$ cat config.mk
export PLATFORM = sky130hd
export DESIGN_NAME = msg_sched_window
export DESIGN_NICKNAME = d
export VERILOG_FILES = /design/src/rtl/msg_sched_window.sv
export SDC_FILE = /design/constraint.sdc
export NUM_CORES = 1
export LEC_CHECK = 0
export BUFFER_PORTS_ARGS = -buffer_cell sky130_fd_sc_hd__buf_2
export CORE_MARGIN = 2
export CORE_UTILIZATION = 30
export DETAILED_ROUTE_END_ITERATION = 6
export SYNTH_ARGS = -nofsm -noshare
export SYNTH_HDL_FRONTEND = slang
export SYNTH_SLANG_ARGS = --single-unit
$ cat constraint.sdc
create_clock -name CLK -period 20.4 [get_ports CLK]
set_input_delay 1.02 -clock CLK [delete_from_list [all_inputs] [get_ports CLK]]
set_output_delay 1.02 -clock CLK [all_outputs]
set_load 0.02 [all_outputs]
$ cat src/rtl/msg_sched_window.sv
// msg_sched_window: serially loaded DEPTH-word window that steps once per schedule round
// Ports: CLK/RST clock and sync active-high reset; start begins a block load (IDLE only);
//   in_valid/in_data/in_ready load handshake; wnew_i next word from the external sigma stage;
//   w_valid/w_ready/w_o current word handshake; tap_a_o/tap_b_o/tap_c_o window taps;
//   round_o current round; busy not idle; done one-cycle pulse after the last round.
module msg_sched_window #(
  parameter int WIDTH  = 32,
  parameter int DEPTH  = 16,
  parameter int ROUNDS = 64,
  parameter int TAP_A  = 14,
  parameter int TAP_B  = 9,
  parameter int TAP_C  = 1,
  parameter int RW     = 7
) (
  input  logic             CLK,
  input  logic             RST,
  input  logic             start,
  input  logic             in_valid,
  input  logic [WIDTH-1:0] in_data,
  output logic             in_ready,
  input  logic [WIDTH-1:0] wnew_i,
  output logic             w_valid,
  input  logic             w_ready,
  output logic [WIDTH-1:0] w_o,
  output logic [WIDTH-1:0] tap_a_o,
  output logic [WIDTH-1:0] tap_b_o,
  output logic [WIDTH-1:0] tap_c_o,
  output logic [RW-1:0]    round_o,
  output logic             busy,
  output logic             done
);
  localparam int CW = $clog2(DEPTH + 1);
  typedef enum logic [1:0] {IDLE, LOAD, RUN} state_t;
  state_t state;
  logic [WIDTH-1:0] win [DEPTH];
  logic [CW-1:0] cnt;
  logic sh;
  logic [WIDTH-1:0] nw;
  logic last;
  always_comb begin
    sh = (state == LOAD && in_valid) || (state == RUN && w_ready);
    nw = state == LOAD ? in_data : wnew_i;
    last = round_o == RW'(ROUNDS - 1);
  end
  always_ff @(posedge CLK) begin
    if (RST) begin
      for (int i = 0; i < DEPTH; i++) win[i] <= '0;
      state <= IDLE;
      cnt <= '0;
      round_o <= '0;
      done <= 1'b0;
    end else begin
      done <= 1'b0;
      if (sh) begin
        for (int i = 0; i < DEPTH - 1; i++) win[i] <= win[i+1];
        win[DEPTH-1] <= nw;
      end
      case (state)
        IDLE: if (start) begin
          state <= LOAD;
          cnt <= '0;
        end
        LOAD: if (in_valid) begin
          cnt <= cnt + 1'b1;
          if (cnt == CW'(DEPTH - 1)) begin
            state <= RUN;
            round_o <= '0;
          end
        end
        RUN: if (w_ready) begin
          round_o <= last ? '0 : round_o + 1'b1;
          if (last) begin
            state <= IDLE;
            done <= 1'b1;
          end
        end
        default: state <= IDLE;
      endcase
    end
  end
  always_comb begin
    in_ready = state == LOAD;
    w_valid = state == RUN;
    busy = state != IDLE;
    w_o = win[0];
    tap_a_o = win[TAP_A];
    tap_b_o = win[TAP_B];
    tap_c_o = win[TAP_C];
  end
endmodule
==> flow_metrics.env, run 1 <==
export IMPL_dr_pass1_iters=4
export IMPL_drv_slew=0
export IMPL_netSwitchingFraction=0.2070
export IMPL_hp_class="reg -> reg"
export IMPL_max_vdd_ir_drop_mv=0.05892
export IMPL_detail_route_antenna_nets=0
export IMPL_rrSetupSlack_ps=16000
export IMPL_clock_sinks=527
export IMPL_worstSetupStartpointType="flop"
export IMPL_synth_cell_type_count=37
export IMPL_die_area_um2=71610
export IMPL_clk_latency_ps=580
export IMPL_antenna_found_initial=0
export IMPL_grt_usage=0.08281
export IMPL_final_util=0.3423
export IMPL_leakage_nw=8.878
export IMPL_path_clk_slew_ps=60
export IMPL_syn_area_um2=20840
export IMPL_gp_congestion=0.7873
export IMPL_cts_tree="yes"
export IMPL_ys_seq_area_frac=0.7520
export IMPL_hold_violations=0
export IMPL_cts_htree_levels=2
export IMPL_ctsHoldBuffers=0
export IMPL_cp_end_kind="flop"
export IMPL_min_period_over_period=0.2157
export IMPL_die_w_um=267.6
export IMPL_port_buffers=207
export IMPL_stdcell_count=2421
export IMPL_status="finished clean"
export IMPL_avgSynthCellArea_um2=15.14
export IMPL_power_switching_mw=0.4815
export IMPL_highest_signal_layer="met4"
export IMPL_post_cts_setup_buffers=0
export IMPL_wl_per_cell_um=12.10
export IMPL_wl_met2_um=13490
export IMPL_slowest_stage="buf_4"
export IMPL_max_freq_ghz=0.2272
export IMPL_yosysWarnings=0
export IMPL_grt_max_degree=290
export IMPL_slowest_delay_ps=920
export IMPL_period_needed_ps=4400
export IMPL_met3WireLength_um=2736
export IMPL_relSlewSlack=0.1989
export IMPL_path_cells="nand3b_1, nand3b_1, buf_4, buf_4, buf_12"
export IMPL_vias_per_cell=3.912
export IMPL_vias=9472
export IMPL_start_util=0.3034
export IMPL_numCtsBuffers=52
export IMPL_setup_viol=0
export IMPL_drt_iter0_markers=518
export IMPL_rsz0062_at_grt="no"
export IMPL_syn_inst=1377
export IMPL_p_per_area_nw_per_um2=98.93
export IMPL_setup_tns_ps=0
export IMPL_grt_overflow=0
export IMPL_cts_root_buf="clkbuf_16"
export IMPL_tightest_slew_ps=1202
export IMPL_p_int_mw=1.845
export IMPL_crit_type="reg -> reg"
export IMPL_cp_arrival_ps=4590
export IMPL_cap_violations=0
export IMPL_drive_above_1_share=0.1933
export IMPL_diodes=0
export IMPL_nNetsFinal=1521
export IMPL_dp_cells=2326
export IMPL_die_h_um=267.6
export IMPL_cp_max_fo=193
export IMPL_coreArea_um2=68710
export IMPL_cts_resized=0
export IMPL_rows=96
export IMPL_ctsLongestPathBuffers=3
export IMPL_drc=0
export IMPL_seqPwrFrac=0.551
export IMPL_m1WireLength_um=12290
export IMPL_place_ws_ps=15360
export IMPL_required_ps=20590
export IMPL_pwr_share_clk=0.399
export IMPL_combinationalPowerShare=0.050
export IMPL_io_pins=208
export IMPL_synth_seq_cells=527
export IMPL_fin_ws_ps=16000
export IMPL_syn_to_final_growth_pct=12.82
export IMPL_hpwl_um=16690
export IMPL_syn_nets=1449
export IMPL_grt_pass1_vias=9166
export IMPL_wl_um=29290
export IMPL_fin_worst_skew_ps=11.30
export IMPL_grt_pass1_wl_um=47710
power groups by stage:
| stage | Clock, mW | Sequential (mW) | Combinational, mW |
|---|---|---|---|
| CTS | 0.963 | 1.28 | 0.121 |
| global placement | 0 | 1.30 | 0.118 |
| finish | 0.927 | 1.28 | 0.117 |
| global route | 1.01 | 1.29 | 0.131 |
| floorplan | 0 | 1.34 | 0.102 |
| detailed placement | 0 | 1.31 | 0.120 |
placed cells by master (no fill, tap or decap), types with 2 or more instances in the layout:
cell        instances
or4b_1              2
inv_1               7
edfxtp_1          512
clkinv_2            6
nand2_1            68
and2_1            320
clkbuf_16          53
o21ai_0             8
o211ai_1            3
or4_1               2
nand3_1             8
nor2_1              3
nand3b_1            4
nand2b_1            2
clkinvlp_4          4
a21oi_1            41
ha_1                3
buf_4               6
bufinv_16           5
buf_2             206
nor2b_1           162
inv_6               2
or3_1               2
nand4b_1            3
buf_12              2
dfxtp_1            15
o31ai_1             2
clkbuf_1           13
clkinv_1           11
a31oi_1             2
path summary, 6_finish.rpt:
path / startpoint / endpoint / cells after the start
hold reg to reg: round_o[6] / round_o[6] / 2
hold / removal: round_o[6] / round_o[6] / 2
setup reg to reg: state[1] / win[0][88] / 5
setup / recovery: state[1] / win[0][88] / 5
area by class of cell:
type / instances / area (um2)
Fill cell: 6635 / 45190
Multi-Input combinational cell: 646 / 3866
Timing Repair Buffer: 215 / 1127
Inverter: 7 / 26.28
Clock buffer: 67 / 1389
Sequential cell: 527 / 15680
Tap cell: 931 / 1165
Clock inverter: 28 / 269.0
flip-flops by register name, indices dropped and copies added, names as in the netlist:
register	count
win	512
cnt	5
round_o	7
done	1
state	2
Yosys cell counts, drive strengths merged:
cell    instances  area share
o21ai           8      0.0019
and3b           1     0.00042
nor4            1     0.00030
nor2b         162       0.049
nand4b          3      0.0013
and3            1     0.00030
dfxtp          15       0.014
inv             7      0.0013
a41oi           1     0.00042
nand3           8      0.0019
clkbuf         55       0.012
or4             2     0.00072
ha              3      0.0018
o32ai           1     0.00042
a22oi           1     0.00036
mux2i           1     0.00048
or4b            2     0.00096
or2             1     0.00030
a31oi           2     0.00060
buf           142       0.050
a21oi          42       0.010
or3             2     0.00060
o211ai          3      0.0011
a21o            1     0.00036
nand3b          4      0.0014
and2          320       0.096
o31ai           2     0.00072
edfxtp        512        0.74
nand2b          2     0.00060
a311oi          1     0.00042
nor2            3     0.00054
nand2          68       0.012
routing by layer:
layer / track usage / up-vias
li1: - / 4765
met4: 0.03201 / 0
met5: 0 / -
met1: 0.09937 / 4352
met2: 0.1335 / 289
met3: 0.03273 / 66
critical path: cells and delay by family (launching register included):
kind                   cells  cell delay, ps
buffers and inverters      3            2380
flip-flops                 1             570
AND/OR/NAND/NOR            2             720
stage by stage:
stage	power, mW	cell area (um2)	hold slack (ps)
global route	2.428	23520	513.8
finish	2.327	23520	475.6
detailed placement	1.427	21860	458.3
floorplan	1.445	20850	446.0
CTS	2.367	23520	475.5
global placement	1.422	21860	452.1
kinds of logic after synthesis:
group	count (synthesis)	synth area share
and+or+nand+nor	580	0.1663
AOI/OAI and AO/OA	62	0.01657
buffers and inverters	204	0.06290
muxes	1	0.0004802
adders and majority gates	3	0.001801
DFF	527	0.7520
No activity file was read; power rests on OpenSTA's default activity.
==> run 2, diff against run 1 <==
Clock period 20.4 ns to 4.1 ns, I/O delays scaled along.
==> run 2 against run 1 <==
  * Non-clock buffer count increased by 68
  * Critical path depth fell by 1
  * Worst setup slack got worse by 15000 ps
  * Register-to-register slack worse by 15000 ps
  * Routed wire length is 6.4% higher
  * Utilization is 1.1 points higher
==> flow_metrics.env, run 2 (same netlist as run 1, synthesis figures left out) <==
export IMPL_worstSetupStartpointType="flop"
export IMPL_drive_above_1_share=0.1866
export IMPL_largest_reg_flops=512
export IMPL_vias_per_cell=3.949
export IMPL_tightest_slew_ps=1040
export IMPL_grt_pass1_vias=9715
export IMPL_drt_iter0_markers=630
export IMPL_regMostFlops="win"
export IMPL_max_freq_ghz=0.3543
export IMPL_fin_worst_skew_ps=19.73
export IMPL_worst_hold_path_num_cells=3
export IMPL_status="finished clean"
export IMPL_hpwl_um=17290
export IMPL_antenna_found_initial=0
export IMPL_drc=0
export IMPL_leakage_nw=9.261
export IMPL_start_util=0.3034
export IMPL_slowest_delay_ps=610
export IMPL_ctsLongestPathBuffers=3
export IMPL_grt_usage=0.08627
export IMPL_rsz0062_at_grt="no"
export IMPL_drv_slew=0
export IMPL_die_w_um=267.6
export IMPL_die_area_um2=71610
export IMPL_reg2reg_depth=4
export IMPL_rrSetupSlack_ps=1280
export IMPL_power_total_mw=11.64
export IMPL_vias=9856
export IMPL_cts_htree_levels=2
export IMPL_grt_max_degree=174
export IMPL_numCtsBuffers=54
export IMPL_cap_violations=0
export IMPL_coreArea_um2=68710
export IMPL_r2r_end="win[0][75]"
export IMPL_wl_um=31180
export IMPL_setup_tns_ps=0
export IMPL_die_h_um=267.6
export IMPL_slowest_stage="dfxtp_1"
export IMPL_cp_end_kind="flop"
export IMPL_port_buffers=207
export IMPL_critPathBufInv=2
export IMPL_gp_congestion=0.7414
export IMPL_hold_violations=0
export IMPL_reg_largest_list="win x512, round_o x7, cnt x5"
export IMPL_min_period_over_period=0.6884
export IMPL_nNetsFinal=1591
export IMPL_rr_startpoint="state[1]"
export IMPL_clk_latency_ps=590
export IMPL_min_to="win[1][226]"
export IMPL_required_ps=4330
export IMPL_crit_family="buffers and inverters"
export IMPL_path_cells="nand3b_1, nand3b_1, buf_12, buf_12"
export IMPL_hp_class="in -> reg"
export IMPL_final_cell_mix="512 x edfxtp_1, 320 x and2_1, 206 x buf_2, 162 x nor2b_1, 68 x nand2_1"
export IMPL_cp_arrival_ps=3060
export IMPL_hp_start="in_data[2]"
export IMPL_final_common_cell="edfxtp_1"
export IMPL_relSlewSlack=0.3069
export IMPL_setup_viol=0
export IMPL_diodes=0
export IMPL_cts_root_buf="clkbuf_16"
export IMPL_wl_per_cell_um=12.49
export IMPL_path_clk_slew_ps=60
export IMPL_cts_tree="yes"
export IMPL_crit_type="reg -> reg"
export IMPL_p_per_area_nw_per_um2=479.0
export IMPL_io_pins=208
export IMPL_max_vdd_ir_drop_mv=0.2709
export IMPL_syn_to_final_growth_pct=16.56
export IMPL_period_needed_ps=2823
export IMPL_place_ws_ps=1371
export IMPL_clock_sinks=527
export IMPL_rows=96
export IMPL_detail_route_antenna_nets=0
export IMPL_cp_max_fo=98
export IMPL_dr_pass1_iters=5
export IMPL_grt_pass1_wl_um=49710
export IMPL_post_cts_setup_buffers=0
export IMPL_grt_overflow=0
export IMPL_fin_ws_ps=1277
-- run 2: cell count changes in the layout (fill, tap and decap cells not counted), moves of 2 or more --
cell,previous run,this run
buf_4,6,3
buf_12,2,10
clkbuf_1,13,20
clkinvlp_4,4,0
dlygate4sd3_1,0,63
bufinv_16,5,3
-- run 2: area by class of cell --
class                      count  area, um2
clock buffer                  76       1454
clock inverter                26      215.2
fill                        6622      44410
inverter                       7      26.28
multi-input combinational    646       3866
sequential                   527      15680
tap                          931       1165
timing repair buffer         283       1896
-- run 2: through the flow --
step | instance area [um2] | util | instances | hold slack [ps]
floorplan | 20870 | - | 1377 | 312.3
global placement | 22000 | 0.3202 | 2331 | 457.1
detailed placement | 22000 | 0.3202 | 2331 | 470.0
CTS | 24300 | 0.3536 | 2496 | 3.557
global route | 24300 | 0.3536 | 2496 | 20.56
finish | 24300 | 0.3536 | 2496 | 28.03
-- run 2: how the worst max path moves through the flow --
stage	start	end	slack [ps]	cells after the start
detailed placement	state[1]	win[0][210]	1370	4
global placement	state[1]	win[0][13]	1530	4
floorplan	RST	win[0][0]	-12540	4
CTS	state[0]	in_ready	1320	4
finish	state[1]	win[0][75]	1280	4
global route	state[1]	win[1][235]	1040	6
-- run 2: power breakdown --
part	internal [mW]	switching, mW	total [mW]	leakage, nW
logic	0.239	0.417	0.656	2.94
clock network	2.66	1.94	4.61	0.814
registers	6.30	0.0805	6.38	5.50
total	9.20	2.44	11.6	9.26
-- run 2: repair_timing --
item                       4_1_cts  5_1_grt
resized for setup                0        0
setup endpoints to repair        0        0
hold endpoints to repair        35        0
hold buffers                    63        0
-- run 2: layer usage --
| layer | vias to the layer above | global-route usage | part of all wire |
|---|---|---|---|
| met5 | - | 0 | 0 |
| met4 | 0 | 0.03729 | 0.032 |
| met3 | 71 | 0.03540 | 0.094 |
| met2 | 303 | 0.1402 | 0.46 |
| met1 | 4569 | 0.1001 | 0.41 |
| li1 | 4913 | - | - |
-- run 2: worst reg2reg max path: stages, from the launching register on --
cell and delay (ps):
dfxtp_1 610, nand3b_1 460, nand3b_1 390, buf_12 450
buf_12 490
